==> config.mk <==
export PLATFORM = sky130hd
export DESIGN_NAME = pkt_serializer_flat
export DESIGN_NICKNAME = d
export VERILOG_FILES = /design/src/rtl/pkt_serializer_if.sv /design/src/rtl/pkt_serializer.sv /design/src/flat_wrapper.sv
export SDC_FILE = /design/constraint.sdc
export NUM_CORES = 1
export LEC_CHECK = 0
export BUFFER_PORTS_ARGS = -buffer_cell sky130_fd_sc_hd__clkbuf_2
export CAP_MARGIN = 20
export CORE_UTILIZATION = 60
export DETAILED_ROUTE_END_ITERATION = 10
export HOLD_SLACK_MARGIN = 0.1
export PLACE_DENSITY = 0.8
export SLEW_MARGIN = 40
export SYNTH_ARGS = -nofsm -noshare
export SYNTH_HDL_FRONTEND = slang
export SYNTH_SLANG_ARGS = --single-unit
==> constraint.sdc <==
create_clock -name clk -period 3.4 [get_ports clk]
set_input_delay 0.85 -clock clk [delete_from_list [all_inputs] [get_ports clk]]
set_output_delay 0.85 -clock clk [all_outputs]
set_load 0.02 [all_outputs]
==> src/rtl/pkt_serializer_if.sv <==
// Packet-load and serial-line signal bundle for pkt_serializer.
// master = packet source / line consumer, slave = the serializer itself.
interface pkt_serializer_if #(
    parameter int MAX_W = 99,
    parameter int LEN_W = 7
);
    logic             load_valid;
    logic             load_ready;
    logic [MAX_W-1:0] load_data;
    logic [LEN_W-1:0] load_len;
    logic             abort;
    logic             bit_out;
    logic             bit_valid;
    logic             stuffed;
    logic             busy;
    logic             done;

    modport master (
        output load_valid, load_data, load_len, abort,
        input  load_ready, bit_out, bit_valid, stuffed, busy, done
    );

    modport slave (
        input  load_valid, load_data, load_len, abort,
        output load_ready, bit_out, bit_valid, stuffed, busy, done
    );
endinterface

==> src/rtl/pkt_serializer.sv <==
// Variable-length packet to 1-bit serial converter; optional USB bit stuffing under BITSTUFF_EN.
// Latency: first bit one cycle after accept, L (+stuff) back-to-back line cycles per packet.
// Backpressure: load_ready only in IDLE or on the final data bit with no stuff owed; abort drops it.
module pkt_serializer #(
    parameter int MAX_W     = 99,
    parameter int LEN_W     = 7,
    parameter bit MSB_FIRST = 1'b1
) (
    input  logic            clk,
    input  logic            rst_b,
    pkt_serializer_if.slave bus
);
    typedef enum logic [1:0] {
        ST_IDLE  = 2'd0,
        ST_SEND  = 2'd1
`ifdef BITSTUFF_EN
        ,
        ST_STUFF = 2'd2
`endif
    } state_t;

    state_t           r_state;
    state_t           w_next_state;
    logic [MAX_W-1:0] r_shift;
    logic [LEN_W-1:0] r_rem;

    logic [LEN_W-1:0] w_eff_len;
    logic [MAX_W-1:0] w_aligned;
    logic [MAX_W-1:0] w_shifted;
    logic             w_cur_bit;
    logic             w_send;
    logic             w_in_stuff;
    logic             w_last;
    logic             w_stuff_owed;
    logic             w_load_ready;
    logic             w_accept;
    logic             w_eff_nonzero;

    // Oversized lengths are clamped; a zero length is accepted and dropped.
    always_comb begin
        w_eff_len = bus.load_len;
        if (bus.load_len > LEN_W'(MAX_W)) begin
            w_eff_len = LEN_W'(MAX_W);
        end
    end

    assign w_eff_nonzero = (w_eff_len != '0);

    // MSB-first left-aligns the packet so the next bit is always at the top.
    assign w_aligned = MSB_FIRST ? (bus.load_data << (MAX_W - int'(w_eff_len)))
                                 : bus.load_data;
    assign w_shifted = MSB_FIRST ? (r_shift << 1) : (r_shift >> 1);
    assign w_cur_bit = MSB_FIRST ? r_shift[MAX_W-1] : r_shift[0];

    assign w_send = (r_state == ST_SEND);
    assign w_last = w_send && (r_rem == LEN_W'(1));

`ifdef BITSTUFF_EN
    logic [2:0] r_ones;

    assign w_in_stuff   = (r_state == ST_STUFF);
    // Sixth consecutive one on the line forces a stuffed zero next cycle.
    assign w_stuff_owed = w_send && w_cur_bit && (r_ones == 3'd5);

    always_ff @(posedge clk or negedge rst_b) begin
        if (!rst_b) begin
            r_ones <= 3'd0;
        end else if (bus.abort || w_accept || w_in_stuff) begin
            r_ones <= 3'd0;
        end else if (w_send) begin
            r_ones <= w_cur_bit ? (r_ones + 3'd1) : 3'd0;
        end
    end
`else
    assign w_in_stuff   = 1'b0;
    assign w_stuff_owed = 1'b0;
`endif

    assign w_load_ready = ~bus.abort && ((r_state == ST_IDLE) || (w_last && !w_stuff_owed));
    assign w_accept     = bus.load_valid && w_load_ready;

    always_ff @(posedge clk or negedge rst_b) begin
        if (!rst_b) begin
            r_state <= ST_IDLE;
        end else begin
            r_state <= w_next_state;
        end
    end

    always_comb begin
        w_next_state = r_state;
        case (r_state)
            ST_IDLE: begin
                if (w_accept && w_eff_nonzero) begin
                    w_next_state = ST_SEND;
                end
            end
            ST_SEND: begin
`ifdef BITSTUFF_EN
                if (w_stuff_owed) begin
                    w_next_state = ST_STUFF;
                end else
`endif
                if (w_last) begin
                    w_next_state = (w_accept && w_eff_nonzero) ? ST_SEND : ST_IDLE;
                end
            end
`ifdef BITSTUFF_EN
            ST_STUFF: begin
                w_next_state = (r_rem == '0) ? ST_IDLE : ST_SEND;
            end
`endif
            default: w_next_state = ST_IDLE;
        endcase
        if (bus.abort) begin
            w_next_state = ST_IDLE;
        end
    end

    always_ff @(posedge clk or negedge rst_b) begin
        if (!rst_b) begin
            r_shift <= '0;
            r_rem   <= '0;
        end else if (bus.abort) begin
            r_rem   <= '0;
        end else if (w_accept) begin
            r_shift <= w_aligned;
            r_rem   <= w_eff_len;
        end else if (w_send) begin
            r_shift <= w_shifted;
            r_rem   <= r_rem - LEN_W'(1);
        end
    end

    assign bus.load_ready = w_load_ready;
    assign bus.bit_valid  = w_send || w_in_stuff;
    assign bus.bit_out    = w_send && w_cur_bit;
    assign bus.stuffed    = w_in_stuff;
    assign bus.busy       = (r_state != ST_IDLE);
    assign bus.done       = (w_last && !w_stuff_owed) || (w_in_stuff && (r_rem == '0));
endmodule

==> src/flat_wrapper.sv <==
// flat-port wrapper written by rule: the top's interface ports become plain ports
module pkt_serializer_flat 
#(
    parameter int MAX_W     = 99,
    parameter int LEN_W     = 7,
    parameter bit MSB_FIRST = 1'b1
)
  (clk, rst_b, bus_load_valid, bus_load_data, bus_load_len, bus_abort, bus_load_ready, bus_bit_out, bus_bit_valid, bus_stuffed, bus_busy, bus_done);
  pkt_serializer_if #(.MAX_W(MAX_W), .LEN_W(LEN_W)) bus_i ();
  input  logic clk;
  input  logic rst_b;
  input wire logic [$bits(bus_i.load_valid)-1:0] bus_load_valid;
  input wire logic [$bits(bus_i.load_data)-1:0] bus_load_data;
  input wire logic [$bits(bus_i.load_len)-1:0] bus_load_len;
  input wire logic [$bits(bus_i.abort)-1:0] bus_abort;
  output wire logic [$bits(bus_i.load_ready)-1:0] bus_load_ready;
  output wire logic [$bits(bus_i.bit_out)-1:0] bus_bit_out;
  output wire logic [$bits(bus_i.bit_valid)-1:0] bus_bit_valid;
  output wire logic [$bits(bus_i.stuffed)-1:0] bus_stuffed;
  output wire logic [$bits(bus_i.busy)-1:0] bus_busy;
  output wire logic [$bits(bus_i.done)-1:0] bus_done;
  assign bus_i.load_valid = bus_load_valid;
  assign bus_i.load_data = bus_load_data;
  assign bus_i.load_len = bus_load_len;
  assign bus_i.abort = bus_abort;
  assign bus_load_ready = bus_i.load_ready;
  assign bus_bit_out = bus_i.bit_out;
  assign bus_bit_valid = bus_i.bit_valid;
  assign bus_stuffed = bus_i.stuffed;
  assign bus_busy = bus_i.busy;
  assign bus_done = bus_i.done;
  pkt_serializer #(.MAX_W(MAX_W), .LEN_W(LEN_W), .MSB_FIRST(MSB_FIRST)) u_core (.clk(clk), .rst_b(rst_b), .bus(bus_i));
endmodule
==> results.json <==
{
  "fillCellCount": 1601,
  "fp.dieW_um": 149.9,
  "power_switching_mw": 2.943,
  "syn_nets": 1832,
  "place_area_um2": 16040,
  "clkSinkCount": 107,
  "ys.flop_type": "dfrtp_1",
  "drc": 0,
  "core_um2": 21220,
  "p_per_area_nw_per_um2": 407.7,
  "ios": 116,
  "detailroute.wirelength.met3_um": 9414,
  "yosys.area.top_type_share_pct": 20.41,
  "cts-root-buf": "clkbuf_16",
  "ys_types": 92,
  "instances_no_fill": 2265,
  "cts_buffer_depth": 2,
  "power.leakage_nw": 6.926,
  "end_kind": "flop",
  "start_kind": "input pin",
  "hold_path_class": "in2async",
  "r2r_setup_slack_ps": 400,
  "worst_pin_slew_ps": 876.8,
  "skew_ps": 9.842,
  "swShare_pct": 43.89,
  "highest_layer": "met4",
  "port_buffers": 114,
  "final_layout_size_suffix_gt1_share_pct": 28.34,
  "synth_seq_area_share_pct": 20.41,
  "dp_hpwl_um": 45930,
  "wl_per_cell_um": 27.22,
  "synth_common_cells": "196 x nor2_1, 122 x mux2i_1, 107 x a21oi_1, 107 x dfrtp_1, 103 x nand2_1",
  "gp_congestion": 1.097,
  "h-tree-depth": 3,
  "dr.pass1.iters": 8,
  "reg2reg_to": "u_core.r_shift[90]",
  "cp_data_arrival_time_ps": 3720,
  "grt_overflow": 0,
  "grt_pass1_wl_um": 93320,
  "p_int_mw": 3.762,
  "setup_viol": 1,
  "die_height_um": 149.9,
  "power_frac_seq_pct": 27.4,
  "irDropWorstVdd_mv": 0.3322,
  "path_max_fanout": 30,
  "clock_latency_ps": 360,
  "cts_buffers": 9,
  "n_antenna_cell": 0,
  "row_count": 53,
  "wl_met2_um": 25380,
  "syn_inst": 1719,
  "die-area_um2": 22460,
  "r2r_cells": 11,
  "r2r-start": "u_core.r_rem[1]",
  "grt_antenna_before_repair": 0,
  "ys_top_cells_by_area": "dfrtp_1 20%, mux2i_1 9.3%, nor2_1 5.6%, a21oi_1 4.1%, o21ai_0 3.7%",
  "ys_warn_count": 0,
  "final_area_um2": 16440,
  "tns_ps": -32.49,
  "clkPwrFrac_pct": 17.0,
  "synth_largest_area_cell": "dfrtp_1",
  "max_freq_ghz": 0.2913,
  "synth_seq_cells": 107,
  "combPwrFrac_pct": 55.6,
  "grt_max_degree": 117,
  "slew_violations": 0,
  "crit_start": "bus_load_len[4]",
  "period_minus_slack_ps": 3432,
  "async_flop_share_pct": 100.0,
  "synth.most_common_cell": "nor2_1",
  "finalPower_mw": 6.705,
  "max_cap_violations": 0,
  "track_usage_pct": 55.00,
  "cts_tree": "done",
  "via_per_inst": 7.571,
  "holdWs_ps": 446.3,
  "finalWorstSetupSlack_ps": -32.49,
  "final_hold_viol_count": 0,
  "status": "complete, but fails checks",
  "place_ws_ps": -419.2,
  "violations": "setup timing",
  "detail-route-antenna-nets": 0,
  "drtIter0Drc": 2993,
  "area_delta_synth_final_pct": 25.33,
  "met1_length_um": 21480,
  "wirelength_um": 61650,
  "synth_edf_count": 0,
  "grt_pass1_vias": 16132,
  "placed_cells": 2247,
  "relSlewSlack_pct": 41.55,
  "final_util_pct": 77.49,
  "vias": 17149,
  "rsz0062_at_grt": "yes",
  "critical_path_class": "in2reg",
  "nets": 2098,
  "syn_area_um2": 13120,
  "start_util_pct": 61.83,
  "finalCritPeriodShare_pct": 101.0,
  "clk_transition_reported_paths_ps": 80,
  "postSynthAreaPerCell_um2": 7.632,
  "cts_hold_buf": 0,
  "cp_data_required_time_ps": 3680
}
kinds of logic (layout without fill, tap and decap cells):
group                    count (synthesis)  count (layout)  share of synthesized area, %
flip-flops                             107             107                         20.41
XOR/XNOR                                 8               8                        0.5340
other                                    1               1                       0.02858
AND/OR/NAND/NOR                        545             545                         19.40
buffers and inverters                  200             471                         7.162
multiplexers                           166             166                         13.94
AO/OA/AOI/OAI                          689             689                         38.24
adder cells (fa/ha/maj)                  3               3                        0.2861
state kept, by name, indices dropped and copies added, names as in the netlist:
signal / cells
u_core.r_state: 1
u_core.r_shift: 99
u_core.r_rem: 7
power by group through the flow:
stage	Combinational, mW	Sequential [mW]	Clock (mW)
after floorplan	2.00	1.75	0
after global placement	3.43	1.82	0
after detailed placement	3.48	1.84	0
after CTS	3.51	1.82	1.12
after global routing	3.87	1.86	1.18
final	3.73	1.84	1.14
worst max path at each step:
stage / slack, ps / cells past startpoint / endpoint
after detailed placement: -420 / 13 / u_core.r_shift[79]
final: -30 / 11 / u_core.r_shift[82]
after floorplan: -3 / 17 / u_core.r_shift[90]
after global placement: -370 / 13 / u_core.r_shift[79]
after CTS: 80 / 13 / u_core.r_shift[23]
after global routing: -60 / 16 / u_core.r_shift[57]
placed cells by master (no fill, tap or decap), types with 51 or more instances in the layout:
| master | Yosys | routed |
|---|---|---|
| nor3_1 | 81 | 78 |
| buf_4 | 15 | 308 |
| a211oi_1 | 54 | 53 |
| o22ai_1 | 51 | 51 |
| dfrtp_1 | 107 | 107 |
| clkbuf_2 | 0 | 111 |
| o21ai_0 | 97 | 97 |
| a21oi_1 | 107 | 106 |
| mux2i_1 | 122 | 120 |
| nor2_1 | 196 | 193 |
| nand2_1 | 103 | 99 |
what timing repair did:
action	CTS	global route
setup buffers	0	2
gates resized for setup	2	10
pin swaps	0	0
setup endpoints to repair	2	20
metal layers:
layer  vias up  global-route usage, %
li1       7240                      -
met1      7852                  66.91
met2      1608                  80.37
met3       449                  20.24
met4         0                  37.93
met5         -                      0
final cells by class:
| type | instances | area (um^2) | share of cell area, % |
|---|---|---|---|
| multi-input cells | 1412 | 9707 | 59.03 |
| clock inverters | 6 | 81.33 | 0.4946 |
| flip-flops and latches | 107 | 2678 | 16.28 |
| clock buffers | 10 | 239.0 | 1.453 |
| repair buffers | 443 | 3348 | 20.36 |
| well taps | 275 | 344.1 | 2.093 |
| inverters | 12 | 46.29 | 0.2815 |
worst max-delay path, stage by stage:
cell	delay, ps
clkbuf_2	150
o311a_2	510
buf_12	200
nor2_1	450
a222oi_1	190
buf_4	210
nor3_2	470
a2bb2oi_1	150
o21ai_1	200
a221oi_1	140
o21ai_1	180
Note: power is estimated with default switching activity, not from simulation.
